**src/rtl/dac_spi_receiver.sv**
```systemverilog
// Receive-side model of the LTC2624 serial interface: oversamples SCK/MOSI/CS/CLR in the
// CLK_50M domain and decodes 32-bit frames into channel A/B input and output registers.
module dac_spi_receiver #(
  parameter int unsigned FRAME_BITS  = 32,
  parameter int unsigned SYNC_STAGES = 2
) (
  input  logic        CLK_50M,
  input  logic        RST,
  input  logic        SPI_SCK,
  input  logic        SPI_MOSI,
  input  logic        DAC_CS,
  input  logic        DAC_CLR,
  output logic [11:0] dac_a,
  output logic [11:0] dac_b,
  output logic [11:0] in_a,
  output logic [11:0] in_b,
  output logic        update,
  output logic [1:0]  upd_chan,
  output logic        frame_err,
  output logic [15:0] frame_cnt
);

  typedef enum logic [1:0] {StIdle, StShift, StDecode} state_e;

  localparam logic [5:0] FrameLen = 6'(FRAME_BITS);

  logic [SYNC_STAGES-1:0] sck_sync_q, mosi_sync_q, cs_sync_q, clr_sync_q;
  logic                   sck_d_q, cs_d_q;
  logic                   sck_s, mosi_s, cs_s, clr_s;
  logic                   sck_rise, cs_fall, cs_rise;

  state_e      state_q;
  logic [31:0] shreg_q;
  logic [5:0]  bit_cnt_q;
  logic [11:0] dac_a_q, dac_b_q, in_a_q, in_b_q;
  logic [11:0] dac_a_d, dac_b_d, in_a_d, in_b_d;
  logic        update_q, frame_err_q;
  logic [1:0]  upd_chan_q;
  logic [15:0] frame_cnt_q;

  logic [3:0]  cmd, addr;
  logic [11:0] data;
  logic        sel_a, sel_b, ld_a, ld_b, dac_changed;
  logic        unused_shreg_msb;

  // Synchronisers load the bus idle levels so reset never fakes a CS or SCK edge.
  always_ff @(posedge CLK_50M) begin
    if (RST) begin
      sck_sync_q  <= '0;
      mosi_sync_q <= '0;
      cs_sync_q   <= '1;
      clr_sync_q  <= '1;
      sck_d_q     <= 1'b0;
      cs_d_q      <= 1'b1;
    end else begin
      sck_sync_q  <= {sck_sync_q[SYNC_STAGES-2:0], SPI_SCK};
      mosi_sync_q <= {mosi_sync_q[SYNC_STAGES-2:0], SPI_MOSI};
      cs_sync_q   <= {cs_sync_q[SYNC_STAGES-2:0], DAC_CS};
      clr_sync_q  <= {clr_sync_q[SYNC_STAGES-2:0], DAC_CLR};
      sck_d_q     <= sck_s;
      cs_d_q      <= cs_s;
    end
  end

  assign sck_s    = sck_sync_q[SYNC_STAGES-1];
  assign mosi_s   = mosi_sync_q[SYNC_STAGES-1];
  assign cs_s     = cs_sync_q[SYNC_STAGES-1];
  assign clr_s    = clr_sync_q[SYNC_STAGES-1];
  assign sck_rise = sck_s & ~sck_d_q;
  assign cs_fall  = ~cs_s & cs_d_q;
  assign cs_rise  = cs_s & ~cs_d_q;

  assign cmd              = shreg_q[23:20];
  assign addr             = shreg_q[19:16];
  assign data             = shreg_q[15:4];
  assign unused_shreg_msb = shreg_q[31];

  always_comb begin
    in_a_d  = in_a_q;
    in_b_d  = in_b_q;
    dac_a_d = dac_a_q;
    dac_b_d = dac_b_q;
    ld_a    = 1'b0;
    ld_b    = 1'b0;
    sel_a   = (addr == 4'h0) || (addr == 4'hF);
    sel_b   = (addr == 4'h1) || (addr == 4'hF);
    if (sel_a || sel_b) begin
      case (cmd)
        4'h0: begin
          if (sel_a) in_a_d = data;
          if (sel_b) in_b_d = data;
        end
        4'h1: begin
          if (sel_a) begin dac_a_d = in_a_q; ld_a = 1'b1; end
          if (sel_b) begin dac_b_d = in_b_q; ld_b = 1'b1; end
        end
        4'h2: begin
          // Write the selected inputs, then update both outputs from the new inputs.
          if (sel_a) in_a_d = data;
          if (sel_b) in_b_d = data;
          dac_a_d = in_a_d;
          dac_b_d = in_b_d;
          ld_a    = 1'b1;
          ld_b    = 1'b1;
        end
        4'h3: begin
          if (sel_a) begin in_a_d = data; dac_a_d = data; ld_a = 1'b1; end
          if (sel_b) begin in_b_d = data; dac_b_d = data; ld_b = 1'b1; end
        end
        default: ;
      endcase
    end
    dac_changed = (dac_a_d != dac_a_q) || (dac_b_d != dac_b_q);
  end

  always_ff @(posedge CLK_50M) begin
    if (RST) begin
      state_q     <= StIdle;
      shreg_q     <= '0;
      bit_cnt_q   <= '0;
      dac_a_q     <= '0;
      dac_b_q     <= '0;
      in_a_q      <= '0;
      in_b_q      <= '0;
      update_q    <= 1'b0;
      upd_chan_q  <= '0;
      frame_err_q <= 1'b0;
      frame_cnt_q <= '0;
    end else begin
      update_q    <= 1'b0;
      frame_err_q <= 1'b0;
      if (!clr_s) begin
        // Clear wins over everything, including a pending decode.
        dac_a_q   <= '0;
        dac_b_q   <= '0;
        in_a_q    <= '0;
        in_b_q    <= '0;
        shreg_q   <= '0;
        bit_cnt_q <= '0;
        state_q   <= StIdle;
      end else begin
        unique case (state_q)
          StIdle: begin
            shreg_q   <= '0;
            bit_cnt_q <= '0;
            if (cs_fall) state_q <= StShift;
          end
          StShift: begin
            if (sck_rise) begin
              shreg_q <= {shreg_q[30:0], mosi_s};
              if (bit_cnt_q != 6'd63) bit_cnt_q <= bit_cnt_q + 6'd1;
            end
            if (cs_rise) state_q <= StDecode;
          end
          StDecode: begin
            if (bit_cnt_q == FrameLen) begin
              in_a_q      <= in_a_d;
              in_b_q      <= in_b_d;
              dac_a_q     <= dac_a_d;
              dac_b_q     <= dac_b_d;
              frame_cnt_q <= frame_cnt_q + 16'd1;
              if (dac_changed) begin
                update_q   <= 1'b1;
                upd_chan_q <= {ld_b, ld_a};
              end
            end else begin
              frame_err_q <= 1'b1;
            end
            shreg_q   <= '0;
            bit_cnt_q <= '0;
            state_q   <= cs_fall ? StShift : StIdle;
          end
          default: state_q <= StIdle;
        endcase
      end
    end
  end

  assign dac_a     = dac_a_q;
  assign dac_b     = dac_b_q;
  assign in_a      = in_a_q;
  assign in_b      = in_b_q;
  assign update    = update_q;
  assign upd_chan  = upd_chan_q;
  assign frame_err = frame_err_q;
  assign frame_cnt = frame_cnt_q;

endmodule
```
**config.mk**
```make
export PLATFORM = sky130hd
export DESIGN_NAME = dac_spi_receiver
export DESIGN_NICKNAME = d
export VERILOG_FILES = /design/src/rtl/dac_spi_receiver.sv
export SDC_FILE = /design/constraint.sdc
export NUM_CORES = 1
export LEC_CHECK = 0
export ABC_AREA = 0
export BUFFER_PORTS_ARGS = -buffer_cell sky130_fd_sc_hd__buf_2
export CORE_MARGIN = 4
export CORE_UTILIZATION = 53
export DETAILED_ROUTE_END_ITERATION = 8
export PLACE_DENSITY = 0.89
export SLEW_MARGIN = 20
export SYNTH_ARGS = -nofsm -noshare
export SYNTH_HDL_FRONTEND = slang
export SYNTH_SLANG_ARGS = --single-unit
```
**constraint.sdc**
```tcl
create_clock -name CLK_50M -period 3.2 [get_ports CLK_50M]
set_input_delay 0.96 -clock CLK_50M [delete_from_list [all_inputs] [get_ports CLK_50M]]
set_output_delay 0.96 -clock CLK_50M [all_outputs]
set_load 0.02 [all_outputs]
```
==> metrics.txt, run 1 <==
Area growth syn-to-layout=18.8%; Setup CP Type=reg -> reg; latest clock arrival within the worst-skew pair=0.36 ns; Pleak=2.65 nW; number of synthesized flops with an enable pin=0; hold depth=1; Antenna Cells=0; Power Density=365 nW/µm²; period utilization=0.977; Crit. End Element=flop; Worst R2R Path Depth=13; core area=10900 µm²; gr ovfl total=0; Tot GR Track Use=0.278; die area=13000 µm²; Routability Congestion=1.02; IO Pins=74; Detail Placement HPWL=12.9 mm; Die W=114 µm; Max-slew headroom=0.393; commonest non-fill, non-tap cell in the layout=dfxtp_1; largest net degree at the start of global routing=43; vias in the first global route=5725; Clock Path Buffers=2; H-tree depth=3; final hold vios=0; initial core utilization=0.545; FFs w/ async S/R, synth=0; ratio of cells with drive above 1 in the final layout=0.214; largest cells by area after synthesis=dfxtp_1 37%, nand2_1 5.7%, nor2_1 5.5%, mux2i_1 5.4%, a21oi_1 4.9%; synth warn=0; routed wire length=18.2 mm; crit path launch type=flop; fin crit period=3.13 ns; drt pass-1 iters=6; die height=114 µm; fin area=7070 µm²; Max Fanout on Critical Path=14; num rows=38; worst path required time=3.45 ns; DR iter-0 viols=753; Arrival @ worst endpoint=3.37 ns; root buffer cell=clkbuf_16; post-synth cell types=77; maximum VDD drop=0.000384 V; Fin Hold WS=0.418 ns; Synth top area share=0.370; Antenna Nets Post-Route=0; RR Startpoint=shreg_q[17]; Min-Delay Endpoint=clr_sync_q[1]; Max Slew Vio Count=0; Worst Tran Pin Value=0.909 ns; CTS tree=built; Mapped Area=5960 µm²; WL per Instance=18.8 µm; largest area contributor in the netlist=dfxtp_1; syn nets=763; Syn Area/Cell=7.90 µm²; r2r setup slk=0.07 ns; status=finished, final reports clean; via/cell ratio=6.31; sequential area share after synthesis=0.370; Main synth FF type=dfxtp_1; HP Start=clr_sync_q[0]; Seq cells post-synth=110; max-cap viol count=0; Max Clk Rate=320 MHz; Final Setup Violations=0; post-place instance area=6680 µm²; clk slew on worst S/H paths=0.07 ns; I/O Buffers=73; most frequent cells in the layout=108 x dfxtp_1, 91 x nand2_1, 88 x nor2_1; cell count after synthesis=754; TritonCTS buffer count=9; CP startpoint=shreg_q[17]; Worst Hold Class=reg -> reg; FF-to-FF End=upd_chan[0]; CTS sink cnt=110; nets=835; Clock Skew=0.0123 ns; Final Total Pwr=2.59 mW; via count=6125; DRC=0; first-pass GRT wire length=29.0 mm; initial antenna violation count=0
## report_power, final
part | internal, mW | total (mW) | switching [mW]
logic | 0.0119 | 0.0447 | 0.0327
registers | 1.37 | 1.38 | 0.00333
clock network | 0.619 | 1.16 | 0.545
## layer usage
| layer | GRT usage | vias up | wire length (µm) |
|---|---|---|---|
| li1 | - | 2859 | - |
| met1 | 0.359 | 2850 | 7290 |
| met2 | 0.441 | 358 | 8360 |
| met3 | 0.0626 | 58 | 1820 |
| met4 | 0.132 | 0 | 741 |
| met5 | 0 | - | 0 |
## metrics by stage
stage	utilization	setup slack [ns]	std cells	TNS, ns
5_1_grt	0.647	-0.00612	971	-0.00612
2_1_floorplan	-	0.109	754	0
4_1_cts	0.639	0.0611	970	0
6_report	0.647	0.0741	971	0
3_5_place_dp	0.611	0.0779	954	0
3_3_place_gp	0.611	0.155	954	0
## synth_stat cells, drive strengths merged, types with 12 or more instances
master  instances
nand3          34
inv            15
mux2i          32
a21oi          59
nor2           90
nor2b          12
nand2          93
dfxtp         110
o21ai          39
buf            24
clkbuf         39
nor3           12
nand4          12
xor2           14
## registers in the layout (all words and copies together), names as in the netlist
register and flops:
sck_d_q 1, update 1, mosi_sync_q 2, frame_err 1, clr_sync_q 2, dac_a 12, cs_sync_q 2, bit_cnt_q 6
in_b 12, state_q 2, dac_b 12, shreg_q 24, upd_chan 2, cs_d_q 1, sck_sync_q 2, in_a 12
frame_cnt 16
## critical path, stage by stage, from the launching register on
cell and delay, ns:
dfxtp_1 0.32, buf_4 0.17, buf_4 0.16, nor4b_4 0.34, buf_4 0.23, nor3_1 0.06
a211oi_1 0.26, a211oi_2 0.09, buf_4 0.15, a22oi_1 0.21, o211ai_1 0.13, nor4b_2 0.34
a311oi_2 0.20, mux2_1 0.35
## layout make-up
type,count,area [µm²]
Inverter,15,56.3
Timing Repair Buffer,124,831
Multi-Input combinational cell,566,3500
Tap cell,140,175
Fill cell,953,3860
Sequential cell,110,2200
Clock buffer,9,225
Clock inverter,7,82.6
## timing repair
action | 4_1_cts | 5_1_grt
gates resized for setup | 0 | 15
buffers inserted | 0 | 1
endpoints found under the setup margin | 0 | 2
hold buffers | 0 | 0
## logic make-up after synthesis
family	share of synthesized area
multiplexers	0.0651
AO/OA/AOI/OAI	0.207
buffers and inverters	0.0565
XOR/XNOR	0.0294
flip-flops	0.370
AND/OR/NAND/NOR	0.266
adder cells (fa/ha/maj)	0.00630
## worst max-delay path by stage
stage,endpoint,slack (ns),cells after the start
6_report,upd_chan[0],0.07,13
5_1_grt,upd_chan[0],-0.006,12
4_1_cts,upd_chan[0],0.06,9
3_5_place_dp,upd_chan[0],0.08,12
3_3_place_gp,upd_chan[0],0.15,9
2_1_floorplan,upd_chan[0],0.11,10
(Power assumes the default switching activity.)
==> run 2: changes to the inputs <==
--- a/config.mk
+++ b/config.mk
@@ -8,9 +8,9 @@
 export ABC_AREA = 0
 export BUFFER_PORTS_ARGS = -buffer_cell sky130_fd_sc_hd__buf_2
 export CORE_MARGIN = 4
-export CORE_UTILIZATION = 53
+export CORE_UTILIZATION = 58
 export DETAILED_ROUTE_END_ITERATION = 8
-export PLACE_DENSITY = 0.89
+export PLACE_DENSITY = 0.92
 export SLEW_MARGIN = 20
 export SYNTH_ARGS = -nofsm -noshare
 export SYNTH_HDL_FRONTEND = slang
==> constraint.sdc (replaced) <==
create_clock -name CLK_50M -period 3.55 [get_ports CLK_50M]
set_input_delay 1.065 -clock CLK_50M [delete_from_list [all_inputs] [get_ports CLK_50M]]
set_output_delay 1.065 -clock CLK_50M [all_outputs]
set_load 0.02 [all_outputs]
==> run 2 against run 1 <==
Effect of this change:
- non-clock buffer count decreased by 17
- register-to-register slack improved by 0.07 ns
- critical path type unchanged
- critical endpoint unchanged
- global-route usage increased by 2.7 points
- wire length decreased by 2.1%
==> metrics.txt, run 2 (synthesis results as in run 1) <==
final hold vios=0 (unchanged); Clock Path Buffers=2 (unchanged); Die W=109 µm (-4.1%); final core occ=0.676 (+0.0295); most frequent cells in the layout=110 x dfxtp_1, 91 x nand2_1, 88 x nor2_1; Antenna Nets Post-Route=0 (unchanged); clk slew on worst S/H paths=0.11 ns (+0.04 ns); max-cap viol count=0 (unchanged); Fin Setup TNS=0 ns (unchanged); Max Slew Vio Count=0 (unchanged); gr ovfl total=0 (unchanged); Routability Congestion=1.04 (+1.6%); ratio of cells with drive above 1 in the final layout=0.187 (-0.0275); gr busiest metal=met2; Worst Tran Pin Value=1.03 ns (+0.123 ns); Max-slew headroom=0.311 (-0.0820); routed wire length=17.8 mm (-2.1%); die height=109 µm (-4.1%); initial core utilization=0.601 (+0.0564); Max Clk Rate=293 MHz (-8.3%); I/O Buffers=73 (unchanged); period utilization=0.961 (-0.0161); Final Total Pwr=2.04 mW (-21%); M3 GR Usage=0.0599 (-0.00271); CTS sink cnt=110 (unchanged); Clock Skew=0.0148 ns (+0.00250 ns); Area growth syn-to-layout=12.5%; GR Util met2=0.481 (+0.0402); Final Setup Violations=0 (unchanged); DR iter-0 viols=717 (-4.8%); die area=12000 µm² (-8.0%); first-pass GRT wire length=28.9 mm (-0.33%); DRC=0 (unchanged); via count=6045 (-1.3%); CTS tree=built; largest net degree at the start of global routing=41 (-4.7%); Max Fanout on Critical Path=10 (-4); initial antenna violation count=0 (unchanged); WL per Instance=18.8 µm (+0.39%); vias in the first global route=5690 (-0.61%); Biggest register=shreg_q; via/cell ratio=6.38 (+1.2%); H-tree depth=3 (unchanged); # hold bufs at CTS=0 (unchanged); met1 Resource Use GR=0.398 (+0.0394); drt pass-1 iters=8 (+2); Setup CP Type=reg -> reg; RSZ-0062 raised after global routing=false; latest clock arrival within the worst-skew pair=0.38 ns (+0.02 ns); crit path launch type=flop; num rows=36 (-5.3%); Fin Hold WS=0.433 ns (+0.0148 ns); core area=9910 µm² (-9.4%); Power Density=304 nW/µm² (-17%); commonest non-fill, non-tap cell in the layout=dfxtp_1; Pleak=2.47 nW (-6.8%); root buffer cell=clkbuf_8; fin crit period=3.41 ns (+0.285 ns); status=finished, final reports clean; Tot GR Track Use=0.305 (+0.0267); maximum VDD drop=0.000313 V (-18%); worst path required time=3.82 ns (+0.37 ns); IO Pins=74 (unchanged); Detail Placement HPWL=12.9 mm (about the same); nets=818 (-2.0%); Crit. End Element=flop; TritonCTS buffer count=9 (unchanged); Antenna Cells=0 (unchanged); Worst Hold Class=reg -> reg; max reg flops=24 (unchanged); Arrival @ worst endpoint=3.68 ns (+0.31 ns)
==> run 2: changes by cell type in the layout (fill, tap and decap cells not counted), moves of 4 or more <==
cell       before  now
buf_4          43   32
clkbuf_16       9    0
clkbuf_8        0    9
buf_12          6    2
==> run 2: worst max-delay path: stages (launching register included) <==
cell,delay [ns]
dfxtp_1,0.34
buf_4,0.17
or4_1,0.74
nand2_2,0.28
mux2_1,0.34
a31oi_1,0.19
a31oi_1,0.07
o2111ai_1,0.21
nor4b_1,0.10
a311oi_1,0.47
mux2_1,0.38
==> run 2: layout make-up <==
| class | instances | area, µm² |
|---|---|---|
| multi-input cells | 566 | 3440 |
| flip-flops and latches | 110 | 2200 |
| fillers | 838 | 3210 |
| well taps | 133 | 166 |
| inverters | 15 | 56.3 |
| clock inverters | 6 | 65.1 |
| repair buffers | 107 | 646 |
| clock buffers | 10 | 128 |
==> run 2: where the power goes <==
| part | internal, mW | switching (mW) | total (mW) |
|---|---|---|---|
| sequential | 1.24 | 0.00264 | 1.24 |
| combinational | 0.0119 | 0.0314 | 0.0433 |
| clock | 0.277 | 0.477 | 0.754 |
| total | 1.53 | 0.511 | 2.04 |
==> run 2: worst paths after layout <==
kind	from	end	slack [ns]	depth (start not counted)
worst max-delay path	shreg_q[17]	upd_chan[0]	0.14	10
worst min-delay path	cs_d_q	state_q[1]	0.43	1
worst max register to register	shreg_q[17]	upd_chan[0]	0.14	10
worst min register to register	cs_d_q	state_q[1]	0.43	1
==> run 2: metrics by stage <==
step | cell area, µm² | worst slack [ns] | cells
4_1_cts | 6700 | 0.176 | 947
6_report | 6700 | 0.139 | 947
2_1_floorplan | 5960 | 0.459 | 754
3_3_place_gp | 6500 | 0.342 | 931
5_1_grt | 6700 | 0.0311 | 947
3_5_place_dp | 6500 | 0.259 | 931
==> run 2: metal layers <==
metal / up-vias / wire length [µm]
met5: - / 0
met4: 0 / 881
met3: 88 / 1790
met1: 2751 / 7120
li1: 2820 / -
met2: 386 / 8030
==> run 2: timing repair <==
action,in CTS,in global routing
buffers inserted,0,0
setup endpoints to repair,0,1
gates resized for setup,0,1
==> run 3: changes to the inputs <==
--- a/config.mk
+++ b/config.mk
@@ -5,10 +5,10 @@
 export SDC_FILE = /design/constraint.sdc
 export NUM_CORES = 1
 export LEC_CHECK = 0
-export ABC_AREA = 0
+export ABC_AREA = 1
 export BUFFER_PORTS_ARGS = -buffer_cell sky130_fd_sc_hd__buf_2
 export CORE_MARGIN = 4
-export CORE_UTILIZATION = 58
+export CORE_UTILIZATION = 59
 export DETAILED_ROUTE_END_ITERATION = 8
 export PLACE_DENSITY = 0.92
 export SLEW_MARGIN = 20
==> run 3 against run 2 <==
Effect of this change:
- cell count grew 25%
- hold slack lost 0.020 ns
- clock-buffer cell count grew 1
- wire length is 3.1% lower
- combinational power is 7.9% higher
- synthesized area rose by 7.2%
- sequential share of layout area down 0.89 points
- maximum frequency grew 10%
- register-to-register slack improved by 0.32 ns
- sequential cell count stayed put
- critical path depth rose by 5
==> metrics.txt, run 3 <==
worst path required time=3.86 ns (+0.04 ns); max-cap viol count=0 (unchanged); Antenna Cells=0 (unchanged); Max Clk Rate=323 MHz (+10%); DRC=0 (unchanged); Routability Congestion=0.911 (-12%); Sw Share=0.241 (-0.00991); num rows=37 (+2.8%); nets=1052 (+29%); cell count after synthesis=1001 (+33%); IO Pins=74 (unchanged); Reg power frac=0.616 (+0.007); Compound-Gate Fraction of Synth Area=0.161 (-0.0466); Seq cells post-synth=110 (unchanged); delay of the slowest critical-path stage=0.66 ns (-0.08 ns); Post-CTS Setup Inserts=0 (unchanged); Crit. End Element=flop; RR Startpoint=shreg_q[16]; RSZ-0062 raised after global routing=false; CP cell instances=inv_1 > nor2_2 > nand2_2 > nand3_4 > nand2_4 > inv_2 > nand2_1 > o21bai_1 > nand2_1 > nor2_1 > nand2_1 > nor2_2 > nand3_2 > a21oi_1 > nor2_1; Area growth syn-to-layout=7.92%; Buf/Inv on CP=2 (+1); Synth top area share=0.345 (-0.0247); Place WS=0.545 ns (+0.285 ns); Mapped Area=6380 µm² (+7.2%); post-synth cell types=39 (-49%); Detail Placement HPWL=12.2 mm (-5.4%); Worst path slowest cell=inv_2; syn nets=1010 (+32%); drt pass-1 iters=6 (-2); Syn Area/Cell=6.38 µm² (-19%); CTS tree=built; Max Fanout on Critical Path=57 (+47); largest area contributor in the netlist=dfxtp_1; root buffer cell=clkbuf_8; largest cells by area after synthesis=dfxtp_1 34%, nand2_1 15%, nand3_1 8.1%, inv_1 7.7%, nor2_1 5.3%; vias in the first global route=6436 (+13%); ratio of cells with drive above 1 in the final layout=0.127 (-0.0598); Tot GR Track Use=0.278 (-0.0268); Max Slew Vio Count=0 (unchanged); Critical Path Stages=15 (+5); main combinational cell family by area after synthesis=simple AND/OR/NAND/NOR gates; Biggest register=shreg_q; Main synth FF type=dfxtp_1; period utilization=0.871 (-0.0898); status=finished, final reports clean; maximum VDD drop=0.000435 V (+39%); Fin Setup TNS=0 ns (unchanged); non-filler cells, final=1184 (+25%); most frequent cells in the layout=258 x nand2_1, 131 x inv_1, 110 x dfxtp_1; Cells after DPL=1168 (+25%); I/O Buffers=73 (unchanged); HP Start=mosi_sync_q[0]; post-synthesis simple-gate area fraction=0.362 (+0.0961); Worst R2R Path Depth=15 (+5); H-tree depth=3 (unchanged); FF-to-FF End=upd_chan[0]; Die W=112 µm (+2.4%); Worst Hold Class=reg -> reg; initial core utilization=0.613 (+0.0117); latest clock arrival within the worst-skew pair=0.40 ns (+0.02 ns); fin crit period=3.09 ns (-0.319 ns); TritonCTS buffer count=9 (unchanged); largest net degree at the start of global routing=58 (+41%); clock share of power=0.361 (-0.009); Max-slew headroom=0.399 (+0.0880); first-pass GRT wire length=29.1 mm (+0.74%); die height=112 µm (+2.4%); die area=12500 µm² (+4.9%); Final Setup Violations=0 (unchanged); r2r setup slk=0.46 ns (+0.32 ns); Pint=1.53 mW (+0.19%); Antenna Nets Post-Route=0 (unchanged); CTS sink cnt=110 (unchanged); max reg flops=24 (unchanged); final hold vios=0 (unchanged); sequential area share after synthesis=0.345 (-0.0247); Post-Synth Adder-Cell Area=0.00588 (-0.000421); routed wire length=17.3 mm (-3.1%); Min-Delay Endpoint=mosi_sync_q[1]; Gate power share=0.023 (+0.002); commonest non-fill, non-tap cell in the layout=nand2_1; FFs w/ async S/R, synth=0 (unchanged); Synth Area in XOR/XNOR=0.00274 (-0.0267); crit path launch type=flop; Worst Tran Pin Value=0.901 ns (-0.131 ns); # hold bufs at CTS=0 (unchanged); sw power=0.486 mW (-5.0%); post-synthesis mux area share=0 (-0.0651); gr ovfl total=0 (unchanged); Power Density=293 nW/µm² (-3.8%); core area=10400 µm² (+5.1%); Clock Path Buffers=2 (unchanged); WL per Instance=14.6 µm (-23%); synth warn=0 (unchanged); Layout fillers=975 (+16%); Post-synth top cells=258 x nand2_1, 131 x inv_1, 110 x dfxtp_1, 103 x nand3_1, 90 x nor2_1; Arrival @ worst endpoint=3.40 ns (-0.28 ns); via count=6898 (+14%); clk slew on worst S/H paths=0.11 ns (about the same); Setup CP Type=reg -> reg; DR iter-0 viols=875 (+22%); post_cts resized=0 (unchanged); most common cell in the netlist=nand2_1; number of synthesized flops with an enable pin=0 (unchanged); Final Total Pwr=2.02 mW (-1.1%); via/cell ratio=5.83 (-8.7%); initial antenna violation count=0 (unchanged); Pleak=3.03 nW (+22%); hold depth=2 (+1); CP top delay family=simple AND/OR/NAND/NOR gates; Final WS setup=0.458 ns (+0.319 ns); crit-path most repeated cell=nand2_1; Clock Skew=0.0137 ns (-0.00109 ns)
-- run 3: cell types whose count changed in the layout (fill, tap and decap cells not counted), sizes merged, moves of 24 or more --
cell and delta:
inv +119, buf -24, nand2 +173, nand3 +73, o21ai +29, mux2i -32
-- run 3: worst max path at each step --
stage	startpoint	endpoint	slack (ns)
2_1_floorplan	RST	in_a[0]	1.45
3_3_place_gp	shreg_q[16]	upd_chan[0]	0.67
3_5_place_dp	shreg_q[16]	upd_chan[0]	0.54
4_1_cts	shreg_q[16]	upd_chan[0]	0.54
5_1_grt	shreg_q[16]	upd_chan[0]	0.08
6_report	shreg_q[16]	upd_chan[0]	0.46
-- run 3: worst min-delay path: cells and delay by family (launching register included) --
| kind | cells | cell delay [ns] |
|---|---|---|
| flops | 1 | 0.31 |
| buf+inv | 1 | 0.04 |
| simple gates | 1 | 0.03 |
-- run 3: power groups by stage --
| stage | sequential [mW] | combinational, mW | clock, mW |
|---|---|---|---|
| finish | 1.24 | 0.0467 | 0.728 |
| global route | 1.24 | 0.0521 | 0.784 |
| CTS | 1.24 | 0.0464 | 0.741 |
| detailed placement | 1.27 | 0.0462 | 0 |
| global placement | 1.27 | 0.0449 | 0 |
| floorplan | 1.27 | 0.0348 | 0 |
-- run 3: area by class of cell --
type / count / area [µm²] / area share
well taps: 136 / 170 / 0.0247
repair buffers: 83 / 440 / 0.0639
flip-flops and latches: 110 / 2200 / 0.320
inverters: 134 / 503 / 0.0730
clock buffers: 11 / 141 / 0.0205
multi-input cells: 705 / 3390 / 0.493
clock inverters: 5 / 38.8 / 0.00563
-- run 3: stage by stage --
step	hold WS [ns]	area (µm²)	utilization
after detailed placement	0.398	6710	0.644
after floorplan	0.388	6380	-
after global placement	0.390	6710	0.644
after global routing	0.428	6890	0.661
after CTS	0.414	6890	0.661
final	0.412	6890	0.661
-- run 3: per-layer routing --
layer | track usage | share of wire | vias up
li1 | - | - | 3365
met1 | 0.331 | 0.39 | 3088
met2 | 0.462 | 0.46 | 367
met3 | 0.0717 | 0.10 | 78
met4 | 0.144 | 0.051 | 0
met5 | 0 | 0 | -
-- run 3: cell families (layout without fill, tap and decap cells) --
logic type	after synthesis	after routing
and+or+nand+nor	525	525
buffers and inverters	186	233
AOI/OAI and AO/OA	175	175
DFF	110	110
adders and majority gates	3	3
xor gates and xnor gates	2	2
